--- config.mk ---
export PLATFORM = sky130hd
export DESIGN_NAME = alu_issue_seq_flat
export DESIGN_NICKNAME = d
export VERILOG_FILES = /design/src/rtl/alu_issue_seq_if.sv /design/src/rtl/alu_issue_seq.sv /design/src/flat_wrapper.sv
export SDC_FILE = /design/constraint.sdc
export NUM_CORES = 1
export LEC_CHECK = 0
export ABC_AREA = 1
export ABC_CLOCK_PERIOD_IN_PS = 5500
export CORE_UTILIZATION = 45
export DETAILED_ROUTE_END_ITERATION = 10
export PLACE_DENSITY_LB_ADDON = 0.1
export RECOVER_POWER = 25
export SYNTH_ARGS = -nofsm -noshare
export SYNTH_HDL_FRONTEND = slang
export SYNTH_SLANG_ARGS = --single-unit
--- constraint.sdc ---
create_clock -name clk -period 5.5 [get_ports clk]
set_input_delay 1.65 -clock clk [delete_from_list [all_inputs] [get_ports clk]]
set_output_delay 1.65 -clock clk [all_outputs]
set_load 0.03 [all_outputs]
--- src/rtl/alu_issue_seq_if.sv ---
// Issue sequencer bundle: upstream op handshake, ALU drive/return and
// result/status outputs.
interface alu_issue_seq_if;
    logic        in_valid;
    logic        in_ready;
    logic [5:0]  in_op;
    logic [31:0] in_a;
    logic [31:0] in_b;
    logic [5:0]  alu_signal;
    logic [31:0] alu_dataA;
    logic [31:0] alu_dataB;
    logic [31:0] alu_result;
    logic        res_valid;
    logic [31:0] res_data;
    logic        res_hi;
    logic        err;
    logic        busy;

    modport slave (
        input  in_valid, in_op, in_a, in_b, alu_result,
        output in_ready, alu_signal, alu_dataA, alu_dataB,
        output res_valid, res_data, res_hi, err, busy
    );

    modport master (
        output in_valid, in_op, in_a, in_b, alu_result,
        input  in_ready, alu_signal, alu_dataA, alu_dataB,
        input  res_valid, res_data, res_hi, err, busy
    );
endinterface

--- src/rtl/alu_issue_seq.sv ---
// Buffers ALU operations in a small FIFO and sequences them onto a
// single-cycle-latency ALU, including the long MULTU / Hi / Lo readout.
module alu_issue_seq #(
    parameter int FIFO_DEPTH = 4,
    parameter int MULT_HOLD  = 35
) (
    input  logic           clk,
    input  logic           reset,
    alu_issue_seq_if.slave bus
);
    localparam int PW = $clog2(FIFO_DEPTH);
    localparam int CW = $clog2(MULT_HOLD + 1);
    localparam logic [PW:0]   PONE     = 1;
    localparam logic [CW-1:0] CONE     = 1;
    localparam logic [CW-1:0] CNT_LAST = CW'(MULT_HOLD - 1);

    localparam logic [5:0] OP_AND   = 6'd36;
    localparam logic [5:0] OP_OR    = 6'd37;
    localparam logic [5:0] OP_ADD   = 6'd32;
    localparam logic [5:0] OP_SUB   = 6'd34;
    localparam logic [5:0] OP_SLT   = 6'd42;
    localparam logic [5:0] OP_SRL   = 6'd2;
    localparam logic [5:0] OP_MULTU = 6'd25;
    localparam logic [5:0] OP_MFHI  = 6'd16;
    localparam logic [5:0] OP_MFLO  = 6'd18;

    typedef struct packed {
        logic [5:0]  op;
        logic [31:0] a;
        logic [31:0] b;
    } entry_t;

    typedef enum logic [2:0] {
        S_IDLE, S_EXEC, S_CAP, S_MUL, S_MFHI, S_HICAP, S_LOCAP
    } state_t;

    entry_t        mem_q [FIFO_DEPTH];
    logic [PW:0]   wptr_q, rptr_q;
    state_t        state_q, state_d;
    logic [CW-1:0] cnt_q, cnt_d;
    logic [5:0]    sig_q, sig_d;
    logic [31:0]   da_q, da_d, db_q, db_d;
    logic [31:0]   rdat_q, rdat_d;
    logic          rv_q, rv_d, rhi_q, rhi_d, err_q, err_d;

    logic   full, empty, push, pop, is_simple, is_mul;
    entry_t head;

    // Extra pointer bit distinguishes full from empty on equal indices.
    assign empty = (wptr_q == rptr_q);
    assign full  = (wptr_q[PW] != rptr_q[PW]) &&
                   (wptr_q[PW-1:0] == rptr_q[PW-1:0]);
    assign push  = bus.in_valid && bus.in_ready;
    assign pop   = (state_q == S_IDLE) && !empty;
    assign head  = mem_q[rptr_q[PW-1:0]];

    always_comb begin
        is_simple = 1'b0;
        is_mul    = 1'b0;
        case (head.op)
            OP_AND, OP_OR, OP_ADD, OP_SUB, OP_SLT,
            OP_SRL, OP_MFHI, OP_MFLO: is_simple = 1'b1;
            OP_MULTU:                 is_mul    = 1'b1;
            default: ;
        endcase
    end

    always_ff @(posedge clk or negedge reset) begin
        if (!reset) begin
            wptr_q <= '0;
            rptr_q <= '0;
            for (int i = 0; i < FIFO_DEPTH; i++) mem_q[i] <= '0;
        end else begin
            if (push) begin
                mem_q[wptr_q[PW-1:0]] <= {bus.in_op, bus.in_a, bus.in_b};
                wptr_q <= wptr_q + PONE;
            end
            if (pop) rptr_q <= rptr_q + PONE;
        end
    end

    always_ff @(posedge clk or negedge reset) begin
        if (!reset) begin
            state_q <= S_IDLE;
            cnt_q   <= '0;
            sig_q   <= '0;
            da_q    <= '0;
            db_q    <= '0;
            rdat_q  <= '0;
            rv_q    <= 1'b0;
            rhi_q   <= 1'b0;
            err_q   <= 1'b0;
        end else begin
            state_q <= state_d;
            cnt_q   <= cnt_d;
            sig_q   <= sig_d;
            da_q    <= da_d;
            db_q    <= db_d;
            rdat_q  <= rdat_d;
            rv_q    <= rv_d;
            rhi_q   <= rhi_d;
            err_q   <= err_d;
        end
    end

    always_comb begin
        state_d = state_q;
        unique case (state_q)
            S_IDLE: begin
                if (pop && is_simple) state_d = S_EXEC;
                else if (pop && is_mul) state_d = S_MUL;
            end
            S_EXEC:  state_d = S_CAP;
            S_CAP:   state_d = S_IDLE;
            S_MUL:   if (cnt_q == CNT_LAST) state_d = S_MFHI;
            S_MFHI:  state_d = S_HICAP;
            S_HICAP: state_d = S_LOCAP;
            S_LOCAP: state_d = S_IDLE;
            default: state_d = S_IDLE;
        endcase
    end

    // Registered-output next values; result/err are single-cycle pulses.
    always_comb begin
        cnt_d  = cnt_q;
        sig_d  = sig_q;
        da_d   = da_q;
        db_d   = db_q;
        rdat_d = rdat_q;
        rhi_d  = rhi_q;
        rv_d   = 1'b0;
        err_d  = 1'b0;
        unique case (state_q)
            S_IDLE: begin
                sig_d = '0;
                if (pop) begin
                    if (is_simple || is_mul) begin
                        sig_d = head.op;
                        da_d  = head.a;
                        db_d  = head.b;
                        cnt_d = '0;
                    end else begin
                        err_d = 1'b1;
                    end
                end
            end
            S_EXEC: ;
            S_CAP: begin
                rdat_d = bus.alu_result;
                rhi_d  = 1'b0;
                rv_d   = 1'b1;
                sig_d  = '0;
            end
            S_MUL: begin
                cnt_d = cnt_q + CONE;
                if (cnt_q == CNT_LAST) begin
                    sig_d = OP_MFHI;
                    cnt_d = '0;
                end
            end
            S_MFHI:  sig_d = OP_MFLO;
            S_HICAP: begin
                rdat_d = bus.alu_result;
                rhi_d  = 1'b1;
                rv_d   = 1'b1;
            end
            S_LOCAP: begin
                rdat_d = bus.alu_result;
                rhi_d  = 1'b0;
                rv_d   = 1'b1;
                sig_d  = '0;
            end
            default: ;
        endcase
    end

    assign bus.in_ready   = reset && !full;
    assign bus.busy       = !empty || (state_q != S_IDLE);
    assign bus.alu_signal = sig_q;
    assign bus.alu_dataA  = da_q;
    assign bus.alu_dataB  = db_q;
    assign bus.res_valid  = rv_q;
    assign bus.res_data   = rdat_q;
    assign bus.res_hi     = rhi_q;
    assign bus.err        = err_q;
endmodule

--- src/flat_wrapper.sv ---
// flat-port wrapper written by rule: the top's interface ports become plain ports
module alu_issue_seq_flat 
#(
    parameter int FIFO_DEPTH = 4,
    parameter int MULT_HOLD  = 35
)
  (clk, reset, bus_in_valid, bus_in_op, bus_in_a, bus_in_b, bus_alu_result, bus_in_ready, bus_alu_signal, bus_alu_dataA, bus_alu_dataB, bus_res_valid, bus_res_data, bus_res_hi, bus_err, bus_busy);
  alu_issue_seq_if bus_i ();
  input  logic clk;
  input  logic reset;
  input wire logic [$bits(bus_i.in_valid)-1:0] bus_in_valid;
  input wire logic [$bits(bus_i.in_op)-1:0] bus_in_op;
  input wire logic [$bits(bus_i.in_a)-1:0] bus_in_a;
  input wire logic [$bits(bus_i.in_b)-1:0] bus_in_b;
  input wire logic [$bits(bus_i.alu_result)-1:0] bus_alu_result;
  output wire logic [$bits(bus_i.in_ready)-1:0] bus_in_ready;
  output wire logic [$bits(bus_i.alu_signal)-1:0] bus_alu_signal;
  output wire logic [$bits(bus_i.alu_dataA)-1:0] bus_alu_dataA;
  output wire logic [$bits(bus_i.alu_dataB)-1:0] bus_alu_dataB;
  output wire logic [$bits(bus_i.res_valid)-1:0] bus_res_valid;
  output wire logic [$bits(bus_i.res_data)-1:0] bus_res_data;
  output wire logic [$bits(bus_i.res_hi)-1:0] bus_res_hi;
  output wire logic [$bits(bus_i.err)-1:0] bus_err;
  output wire logic [$bits(bus_i.busy)-1:0] bus_busy;
  assign bus_i.in_valid = bus_in_valid;
  assign bus_i.in_op = bus_in_op;
  assign bus_i.in_a = bus_in_a;
  assign bus_i.in_b = bus_in_b;
  assign bus_i.alu_result = bus_alu_result;
  assign bus_in_ready = bus_i.in_ready;
  assign bus_alu_signal = bus_i.alu_signal;
  assign bus_alu_dataA = bus_i.alu_dataA;
  assign bus_alu_dataB = bus_i.alu_dataB;
  assign bus_res_valid = bus_i.res_valid;
  assign bus_res_data = bus_i.res_data;
  assign bus_res_hi = bus_i.res_hi;
  assign bus_err = bus_i.err;
  assign bus_busy = bus_i.busy;
  alu_issue_seq #(.FIFO_DEPTH(FIFO_DEPTH), .MULT_HOLD(MULT_HOLD)) u_core (.clk(clk), .reset(reset), .bus(bus_i));
endmodule
After elaboration in Yosys (flattened, before gate mapping)
Index checks and enable logic that the tools add are counted.
{"block": "totals", "reg_bits": 400, "in_bits": 105, "word_cells": 102}
{"block": "op_classes", "n_addsub": 3, "order_cmp": 3, "eq_ne": 23, "muxes": 25, "bitwise": 2, "n_reduce_logical": 23}
{"operator": "bitwise mux 280 bit", "n": 1}
{"operator": "2-to-1 mux 70 bit", "n": 3}
{"operator": "binary-select mux 70 bit (select 2 bit)", "n": 1}
{"operator": "demux 70 bit (select 2 bit)", "n": 1}
{"operator": "equality test 6 bit (second input constant)", "n": 6}
{"operator": "2-to-1 mux 6 bit", "n": 6}
{"operator": "one-hot mux 6 bit (4 select lines)", "n": 1}
{"operator": "equality test 6 x 5 -> 1 bit (second input constant)", "n": 3}
{"operator": "one-hot mux 3 bit (5 select lines)", "n": 1}
{"operator": "one-hot mux 6 bit (2 select lines)", "n": 1}
{"operator": "equality test 3 bit (second input constant)", "n": 3}
{"operator": "2-to-1 mux 3 bit", "n": 3}
{"operator": "OR reduction 8 bit", "n": 1}
{"operator": "logical AND 1 bit", "n": 7}
{"operator": "adder 3 x 1 -> 3 bit (second input constant)", "n": 2}
{"operator": "adder 6 x 1 -> 6 bit (second input constant)", "n": 1}
{"operator": "equality test 3 x 2 -> 1 bit (second input constant)", "n": 2}
{"operator": "equality test 6 x 2 -> 1 bit (second input constant)", "n": 1}
{"operator": ">= comparator 3 bit (second input constant)", "n": 2}
{"operator": "2-to-1 mux 1 bit", "n": 6}
{"operator": "NOT 2 -> 3 bit", "n": 2}
{"operator": "AND reduction 3 bit", "n": 2}
{"operator": "inequality test 2 x 1 -> 1 bit (second input constant)", "n": 2}
{"operator": "AND reduction 2 bit", "n": 2}
{"operator": "16 further kinds", "n": 19}

Logic depth before layout (Yosys ltp)
{"block": "depth", "ltp_word": 11, "depth_mapped": 17, "depth_no_buf": 14}

Least setup slack after synthesis
Ideal clock, no wire load.
{"block": "synth_path", "path_type": "input -> output", "start": "input reset", "end": "output bus_in_ready", "arrival_time_ps": 1844, "required_time_ps": 3850, "setup_slack_ps": 2006, "cell_stages": 2, "n_path_buf": 0, "path_cell_list": "nand2_1 -> inv_2"}
{"block": "synth_between", "elab_chain_len": 1}
{"item": "from (decl)", "line_no": "flat_wrapper.sv:10", "text": "input logic reset;"}
{"item": "logical AND 1 bit", "line_no": "alu_issue_seq.sv:177", "text": "assign bus.in_ready = reset && !full;"}
{"item": "to (decl)", "line_no": "flat_wrapper.sv:16", "text": "output wire logic [$bits(bus_i.in_ready)-1:0] bus_in_ready;"}
No other way between the ends.

Worst setup path after layout
Same ends and word-level chain as after synthesis.

==> impl_metrics.csv <==
group,metric,value,unit
logic_synthesis,synth_seq_cells,400,
logic_synthesis,synth_cell_type_count,36,
power,p_per_area,645,nW/um2
timing,slew_headroom,-57.2,%
clock_network,cts_inserted_buffers,45,
final_layout,fin_nets,1830,
power,irDropWorstVdd,278,uV
route,dr.pass1.iters,4,
route,drtAntennaViolNets,0,
worst_hold_path,hold_class,"flip-flop to flip-flop",
power,internal_power,8.65,mW
timing,fmax,0.216,GHz
final_layout,drive_above_1_share,22.4,%
route,vias,11918,
die,pin_count,212,
logic_synthesis,synth_nets,1642,
clock_network,cts_resized,0,
timing,setup_violations,0,
die,start_util,46.0,%
worst_hold_path,whs_endpoint,"u_core.bus.alu_dataB[16]$_DFFE_PN0P_",
critical_path,crit_path_end_kind,"primary output",
critical_path,cp_max_fo,3,
critical_path,crit_arrival,2.98,ns
placed_design,dp_cells,2182,
clock_network,insertion_delay,0.57,ns
timing,setup_tns,0,ns
route,wirelength,40.9,mm
route,via_per_inst,5.27,
final_layout,layout_common_cells,"398 x dfrtp_1, 262 x mux2_2, 258 x nand2_1",
clock_network,hold_buffers,0,
placed_design,routabilityCongestion,0.755,
power,p_clk_share,21.6,%
critical_path,required,3.85,ns
power,p_leak,9.35,nW
logic_synthesis,syn-cell-area,17400,um2
placed_design,placed_area,19900,um2
status,outcome,"finished with violations",
logic_synthesis,synth-edff-count,0,
logic_synthesis,syn_area_per_cell,11.4,um2
critical_path,worstSetupPathType,"primary input to primary output",
route,dr.first_iter.drc_count,569,
critical_path,rr_endpoint,"u_core.bus.alu_dataB[10]$_DFFE_PN0P_",
final_layout,final_cell_area,21300,um2
global_route,grt_pass1_wl,66.0,mm
clock_network,clk_pin_slew,0.06,ns
timing,clock_skew,0.0239,ns
clock_network,cts_buffer_depth,3,
critical_path,r2r_start,"u_core.rptr_q[0]$_DFFE_PN0N_",
critical_path,reg2regPathDepth,14,
clock_network,htree_levels,2,
power,switching_power,5.10,mW
clock_network,root_buffer,"clkbuf_16",
final_layout,fin_cells,2263,
die,die_w,199,um
timing,rsz0062_at_grt,"no",
global_route,gr-total-overflow,0,
logic_synthesis,ys_warn_count,0,
timing,hold_viol,0,
run,cap_violations,2,
timing,tightest_slew,2.36,ns
worst_hold_path,hold_depth,2,
timing,min_period,4.63,ns
power,pwr-share-comb,41.1,%
logic_synthesis,postSynthCellCount,1530,
status,failed_checks,"capacitance limit, slew limit",
clock_network,cts_setup_buffers,0,
power,p_seq_share,37.3,%
critical_path,rrSetupSlack,1.98,ns
logic_synthesis,synth_top_flop_cell,"dfrtp_1",
timing,holdWs,0.467,ns
die,num_rows,71,
die,core,37800,um2
global_route,grt_max_degree,171,
worst_hold_path,hp-start,"u_core.bus.alu_dataB[16]$_DFFE_PN0P_",
power,swShare,37.1,%
route,wl_per_cell,18.1,um
final_layout,syn2layout_area_growth,22.4,%
logic_synthesis,async_flop_share,100,%
clock_network,clkSinkCount,400,
global_route,grt_pass1_vias,12040,
critical_path,cp-start-kind,"primary input",
timing,finalMaxSlewViolations,206,
global_route,antenna_found_initial,3,
placed_design,port_buffers,211,
route,drc,0,
placed_design,dpl.hpwl,23.7,mm
die,dieArea,39500,um2
die,die_h,199,um
final_layout,mostFrequentLayoutCell,"dfrtp_1",
clock_network,cts_tree,"done",
logic_synthesis,ys_seq_area_share,57.4,%
global_route,grt_use_total,21.4,%
timing,fin_crit_sh,84.3,%
[metal layers]
layer  GRT usage (%)  routed length [um]  vias to the layer above
li1                -                   -                     5595
met1            28.9               18900                     6011
met2            34.8               19100                      243
met3            4.71                2100                       65
met4            5.36                 765                        4
met5               0                  26                        -
[worst max path at each step]
stage / startpoint / to / cells after the start
after floorplan: reset / bus_in_ready / 2
after global placement: reset / bus_in_ready / 4
after detailed placement: reset / bus_in_ready / 4
after CTS: reset / bus_in_ready / 4
after global routing: reset / bus_in_ready / 4
final: reset / bus_in_ready / 4
[power groups by stage]
stage          Clock, mW  Sequential [mW]  Combinational, mW
6_report            2.97             5.13               5.66
5_1_grt             3.18             5.31               6.27
4_1_cts             3.07             5.13               5.76
3_5_place_dp           0             5.17               5.74
3_3_place_gp           0             5.11               5.65
2_1_floorplan          0             5.59               3.56
[cell families after synthesis]
logic type | count (synthesis) | share of synthesized area, %
flops | 400 | 57.4
compound gates | 213 | 6.61
simple gates | 474 | 11.3
xor+xnor | 7 | 0.352
mux | 308 | 19.9
fa+ha+maj | 7 | 0.503
buf+inv | 121 | 3.88
[sequential cells by signal, indices dropped and copies added, names as in the netlist]
name,cells
u_core.bus.alu_signal,6
u_core.state_q,3
u_core.cnt_q,6
u_core.bus.res_hi,1
u_core.mem_q,280
u_core.rptr_q,3
u_core.bus.res_valid,1
u_core.bus.alu_dataA,32
u_core.bus.res_data,32
u_core.wptr_q,3
u_core.bus.err,1
u_core.bus.alu_dataB,32
[Yosys cell counts (20+ instances only)]
cell type / instances / area share, %
inv_1: 26 / 0.56
clkbuf_1: 39 / 0.84
buf_4: 23 / 0.99
nand2_2: 25 / 0.90
mux2_2: 262 / 17
mux2_1: 46 / 3.0
nand3_1: 28 / 0.80
o21ai_0: 138 / 4.0
buf_2: 20 / 0.57
dfrtp_1: 400 / 57
nor2_1: 140 / 3.0
o22ai_1: 64 / 2.3
nand2_1: 257 / 5.5
[final cells by class]
type,count,area (um2)
Inverter,29,114
Antenna cell,1,2.50
Multi-Input combinational cell,1009,6740
Clock inverter,8,96.3
Timing Repair Buffer,233,2340
Sequential cell,400,10000
Fill cell,3296,16500
Clock buffer,72,1380
Tap cell,511,639
[per-stage QoR]
step	total power [mW]	util (%)	setup WS [ns]
2_1_floorplan	9.15	-	2.01
3_3_place_gp	10.8	52.6	1.15
3_5_place_dp	10.9	52.6	1.16
4_1_cts	14.0	56.5	1.15
5_1_grt	14.8	56.4	0.756
6_report	13.8	56.4	0.866
[critical path, cell delays in order]
cell and delay, ns:
clkbuf_1 0.33, nand2_1 0.18, inv_1 0.14, clkdlybuf4s50_1 0.68
Note: power is estimated with default switching activity, not from simulation.
